===== src/rtl/srt4_otf_converter.sv =====
// On-the-fly conversion of signed radix-4 quotient digits (MSD first) into Q and QM = Q - 1 ulp.
// State | meaning: IDLE | waiting for start; ACCUM | accepting digits; DONE | one-cycle result pulse
module srt4_otf_converter #(
  parameter int WIDTH = 8
) (
  input  logic                                  clk,
  input  logic                                  rst_n,
  input  logic                                  start,
  input  logic                                  digit_valid,
  output logic                                  digit_ready,
  input  logic                                  digit_sign,
  input  logic [1:0]                            digit_mag,
  output logic                                  busy,
  output logic                                  done,
  output logic                                  err,
  output logic [$clog2(WIDTH/2+1)-1:0]          digit_cnt,
  output logic [WIDTH-1:0]                      quotient,
  output logic [WIDTH-1:0]                      quotient_m1
);
  localparam int NDIGITS = WIDTH / 2;
  localparam int CW      = $clog2(NDIGITS + 1);
  localparam logic [CW-1:0] LAST_CNT = CW'(NDIGITS - 1);

  typedef enum logic [1:0] {IDLE, ACCUM, DONE} state_t;
  state_t state;

  logic             accept;
  logic             digit_zero;
  logic             illegal;
  logic [1:0]       q_lo;
  logic [1:0]       qm_lo;
  logic [WIDTH-3:0] q_src;
  logic [WIDTH-3:0] qm_src;

  assign accept     = digit_valid & digit_ready & ~start;
  assign illegal    = (digit_mag == 2'd3);
  assign digit_zero = (digit_mag == 2'd0) | illegal;

  // Positive digits extend Q; negative digits borrow from QM; zero keeps each register's own prefix.
  always_comb begin
    q_lo   = 2'd0;
    qm_lo  = 2'd3;
    q_src  = quotient[WIDTH-3:0];
    qm_src = quotient_m1[WIDTH-3:0];
    if (!digit_zero) begin
      if (!digit_sign) begin
        q_lo   = digit_mag;
        qm_lo  = digit_mag - 2'd1;
        qm_src = quotient[WIDTH-3:0];
      end else begin
        q_lo   = 2'd0 - digit_mag;
        qm_lo  = 2'd3 - digit_mag;
        q_src  = quotient_m1[WIDTH-3:0];
      end
    end
  end

  always_ff @(posedge clk or negedge rst_n) begin
    if (!rst_n) begin
      state       <= IDLE;
      quotient    <= '0;
      quotient_m1 <= '1;
      digit_cnt   <= '0;
      err         <= 1'b0;
      busy        <= 1'b0;
      digit_ready <= 1'b0;
      done        <= 1'b0;
    end else if (start) begin
      state       <= ACCUM;
      quotient    <= '0;
      quotient_m1 <= '1;
      digit_cnt   <= '0;
      err         <= 1'b0;
      busy        <= 1'b1;
      digit_ready <= 1'b1;
      done        <= 1'b0;
    end else begin
      case (state)
        ACCUM: begin
          if (accept) begin
            quotient    <= {q_src, q_lo};
            quotient_m1 <= {qm_src, qm_lo};
            digit_cnt   <= digit_cnt + 1'b1;
            if (illegal) err <= 1'b1;
            if (digit_cnt == LAST_CNT) begin
              state       <= DONE;
              busy        <= 1'b0;
              digit_ready <= 1'b0;
              done        <= 1'b1;
            end
          end
        end
        DONE: begin
          state <= IDLE;
          done  <= 1'b0;
        end
        default: begin
          state       <= IDLE;
          busy        <= 1'b0;
          digit_ready <= 1'b0;
          done        <= 1'b0;
        end
      endcase
    end
  end
endmodule


===== config.mk =====
export PLATFORM = sky130hd
export DESIGN_NAME = srt4_otf_converter
export DESIGN_NICKNAME = d
export VERILOG_FILES = /design/src/rtl/srt4_otf_converter.sv
export SDC_FILE = /design/constraint.sdc
export NUM_CORES = 1
export LEC_CHECK = 0
export BUFFER_PORTS_ARGS = -buffer_cell sky130_fd_sc_hd__buf_2
export CAP_MARGIN = 20
export CORE_MARGIN = 2
export CORE_UTILIZATION = 45
export DETAILED_ROUTE_END_ITERATION = 12
export GPL_ROUTABILITY_DRIVEN = 0
export PLACE_DENSITY = 0.76
export SYNTH_ARGS = -nofsm -noshare
export SYNTH_HDL_FRONTEND = slang
export SYNTH_SLANG_ARGS = --single-unit

===== constraint.sdc =====
create_clock -name clk -period 1.3 [get_ports clk]
set_clock_uncertainty 0.2 [all_clocks]
set_input_delay 0.195 -clock clk [delete_from_list [all_inputs] [get_ports clk]]
set_output_delay 0.195 -clock clk [all_outputs]
set_load 0.1 [all_outputs]

Word level (Yosys, flattened, before mapping). Cells that the tools add are included. W data, S select, Z words.

Memory bits (read-only): 0. Logic and storage cells: 62. Bits in writable memories: 0. Input bits: 7. Output and inout port bits: 23. Bits in latches: 0. Memories: 0. Register bits: 24.

Shifts and indexed selects: 0. Divide/modulo/power cells: 0. Multiplexer cells: 32. Bitwise logic cells: 4. Multipliers: 0. $lt $le $gt $ge: 0. Add/subtract/negate cells: 4. Equal/unequal tests: 7. Reduce and logical (&&, ||, !) cells: 8.

Operators with widths (number): $mux W8 (6); $mux W6 (3); $mux W2 (8); $mux W1 (11); $mux W3 (3); $ne A3 B3 Y1 const B (2); $reduce_and A3 Y1 (2); $reduce_bool A2 Y1 (3); $eq A2 B2 Y1 const B (2); $reduce_and A2 Y1 (2); $add A3 B1 Y3 const B (1); $eq A3 B2 Y1 const B (1); $and A1 B1 Y1 (2); $eq A2 B1 Y1 const B (1); $logic_not A2 Y1 (1); $ne A2 B2 Y1 const B (1); $pmux W1 S2 (1); $sub A1 B2 Y2 const A (1); $sub A2 B1 Y2 const B (1); $sub A2 B2 Y2 const A (1); $not A1 Y1 (1); $or A1 B1 Y1 (1).

Depth between registers and ports, before layout.
Word-level depth: 6. Gate-level depth with buffers: 6. Gate-level depth less buffers: 5.

Worst setup path after synthesis. OpenSTA, ideal clock, no wires.

Kind: register to register. From: register, netlist name busy. To: register quotient[0]. Path slack: -0.757 ns. Clock period less this slack: 2.057 ns. Arrival time: 1.735 ns. Cell stages (with the launch flop): 5. Setup time: 0.122 ns. Path buffers: 1. Data required time: 0.978 ns. Cells stage by stage: dfrtp_1 > and4b_1 > buf_2 > nor2_4 > a22o_1.

RTL lines: to (signal assigned) (line 81) `quotient <= {q_src, q_lo};`; to (decl) (line 17) `output logic [WIDTH-1:0] quotient,`.

==> qor.csv <==
stage,metric,value,unit
power_and_ir_drop,Leakage Power,0.955,nW
power_and_ir_drop,Clk network pwr share,15.5,%
routing,via count,1208,
timing,worst rel slew slack,65.4,%
power_and_ir_drop,part of the power in combinational logic,48.8,%
power_and_ir_drop,cell-internal power,1.39,mW
routing,Vias/cell,6.39,
power_and_ir_drop,maximum VDD drop,1.16,mV
synth,main flop type after synthesis,dfrtp_1,
synth,synthesized net count,100,
grt,number of global-route vias before repair,1109,
final_layout,fin util,95.3,%
placement,placed wire-length estimate,2050,um
final_layout,Syn-to-layout area delta,95.9,%
timing,Least-Margin Pin Slew,519,ps
routing,Final ANT Viol Nets,0,
synth,syn avg cell area,12.4,um2
cts,Clock Latency Late Sink,340,ps
synth,number of synthesized register bits,23,
worst_setup_path,Worst EP required,1370,ps
routing,DRC violation total after the first TritonRoute iteration,67,
grt,largest net degree at the start of global routing,24,
worst_setup_path,worst setup path class,reg2reg,
cts,Clock Tree Root,clkbuf_4,
cts,clock-pin slew on the worst setup and hold paths,140,ps
final_layout,fillers,56,
synth,area share of the leading cell type in the synthesized netlist,33.9,%
routing,DRT Pass-1 Iters,5,
worst_hold_path,Hold Path Class,in2reg,
timing,unrepaired setup endpoints after global routing,yes,
synth,"Warnings, synthesis",0,
final_layout,multi-input logic area,624,um2
synth,synth top area cells,"dfrtp_1 34%, dfstp_2 19%, mux2i_1 11%",
timing,Slew Limit Fails,0,
grt,GRT Util Overall,30.1,%
grt,initial antenna violation count,0,
synth,Post-synth EDFFs,0,
grt,first-pass GRT wire length,5760,um
final_layout,Ant. Diodes,0,
die,initial core utilization,48.7,%
timing,Fmax,0.623,GHz
timing,hold slack,39.7,ps
routing,Post-Route WL,4940,um
final_layout,Post-Layout Cell Count,189,
synth,post-synth top area cell,dfrtp_1,
routing,Avg WL per Cell,26.1,um
routing,Post-route DRC,0,
final_layout,layout cells sized above 1,72.0,%
grt,gr ovfl total,0,
power_and_ir_drop,Reg power frac,35.7,%
cts,CTS max path bufs,2,
synth,ys async rst share,100,%
synth,synth unique cells,30,
timing,final count of hold timing violations,0,
worst_setup_path,CP max FO,6,
die,# rows,17,
die,die height,53.6,um
power_and_ir_drop,switching power,1.03,mW
power_and_ir_drop,Net Sw Frac,42.6,%
placement,placed cell area,1790,um2
worst_setup_path,Worst setup EP type,flop,
final_layout,design area,2170,um2
cts,CTS sink cnt,23,
worst_setup_path,WP data arrival,1680,ps
synth,Cells after Synth,89,
synth,sequential area share after synthesis,52.9,%
placement,placed insts,159,
synth,synthesized area,1110,um2
die,Die Wd,53.6,um
cts,CTS Buf Count,3,
timing,Final min period,1610,ps
power_and_ir_drop,P per Cell Area,1120,nW/um2
die,IO Count,30,
cts,H-tree levels,1,
worst_setup_path,R2R cell count,3,
final_layout,storage element area,614,um2
die,CORE AREA,2280,um2
flow_run,MaxCap Viol Count,0,
die,Die ar.,2870,um2
timing,setup violators final,46,
outcome,outcome,"complete, but fails checks",
placement,I/O Buffers,29,
final_layout,net count reported at finish,173,
worst_hold_path,hold path cells,3,
cts,CTS tree,yes,
outcome,failing checks,negative setup slack,
timing,crit share post-route,124,%
timing,fin worst setup slack,-306,ps
worst_setup_path,crit start category,flop,
==> final cells by class <==
| class | instances | share of cell area (%) |
|---|---|---|
| sequential | 23 | 28.3 |
| timing repair buffer | 72 | 39.6 |
| multi-input combinational | 59 | 28.8 |
| clock buffer | 4 | 1.21 |
| inverter | 3 | 0.519 |
| tap | 28 | 1.61 |
==> final timing paths <==
kind,startpoint,end,slack [ps]
worst max register to register,done,quotient[1],-310
max in group asynchronous,rst_n,busy,360
worst min-delay path,digit_mag[0],quotient_m1[0],40
min in group asynchronous,rst_n,digit_cnt[2],140
worst max-delay path,done,quotient[1],-310
worst min register to register,quotient_m1[6],quotient_m1[6],370
==> sequential cells by signal, summed over array words and instances (netlist names) <==
signal / count
digit_cnt: 3
quotient_m1: 8
state: 1
done: 1
quotient: 8
busy: 1
err: 1
==> per-layer routing <==
metal	wire [um]	vias to the layer above	track usage [%]	part of all wire, %
li1	-	471	-	-
met1	1790	573	36.4	36
met2	2310	114	51.2	47
met3	480	50	4.72	9.7
met4	356	0	16.2	7.2
met5	0	-	0	0
==> per-stage QoR <==
step	setup WS, ps	setup TNS (ps)	total power [mW]
2_1_floorplan	-319	-5020	1.44
3_3_place_gp	-228	-3080	1.79
3_5_place_dp	-318	-4260	1.81
4_1_cts	-234	-5800	2.28
5_1_grt	-363	-9730	2.48
6_report	-306	-8440	2.42
==> power groups by stage <==
stage / registers (mW) / clock network, mW / logic [mW]
finish: 0.865 / 0.375 / 1.18
global route: 0.868 / 0.401 / 1.21
CTS: 0.857 / 0.340 / 1.08
detailed placement: 0.881 / 0 / 0.929
global placement: 0.879 / 0 / 0.910
floorplan: 1.24 / 0 / 0.202
==> cell families after synthesis <==
kind of cell,share of synthesized area (%)
flip-flops,52.9
multiplexers,10.8
adder cells (fa/ha/maj),4.52
AND/OR/NAND/NOR,11.9
buffers and inverters,3.05
XOR/XNOR,0.791
AO/OA/AOI/OAI,16.0
==> critical path, stage by stage (launching register included) <==
cell and delay, ps:
dfrtp_4 510, nand4b_4 270, or3_1 380, a21oi_2 170
==> synthesized netlist by cell type (2+ instances only) <==
| cell | n |
|---|---|
| and3_1 | 2 |
| a22o_1 | 2 |
| nor2_1 | 3 |
| a2bb2oi_1 | 7 |
| o21ai_0 | 2 |
| dfstp_2 | 8 |
| nand2_1 | 3 |
| a21oi_1 | 3 |
| ha_1 | 4 |
| dfrtp_1 | 15 |
| mux2i_1 | 12 |
| buf_2 | 2 |
| o2bb2ai_1 | 6 |
| nor2_2 | 2 |
| inv_1 | 3 |
==> placed cells by master, fill, tap and decap left out, types with 3 or more instances in the layout <==
cell type | synthesis | final
dfrtp_2 | 0 | 5
mux2i_1 | 12 | 12
inv_1 | 3 | 3
buf_2 | 2 | 6
clkbuf_4 | 0 | 3
dlygate4sd3_1 | 0 | 3
dfstp_2 | 8 | 7
buf_4 | 1 | 30
buf_6 | 0 | 10
nor2_1 | 3 | 3
buf_12 | 0 | 23
dfrtp_1 | 15 | 5
o2bb2ai_2 | 0 | 4
a2bb2oi_2 | 0 | 5
dfrtp_4 | 0 | 5
==> repair_timing <==
action / 4_1_cts / 5_1_grt
setup buffers: 17 / 6
hold buffers: 3 / 0
gates cloned: 0 / 0
resized for setup: 25 / 6
pin swaps: 11 / 5
setup endpoints to repair: 45 / 46
endpoints found under the hold margin: 26 / 0
(Power assumes the default switching activity.)
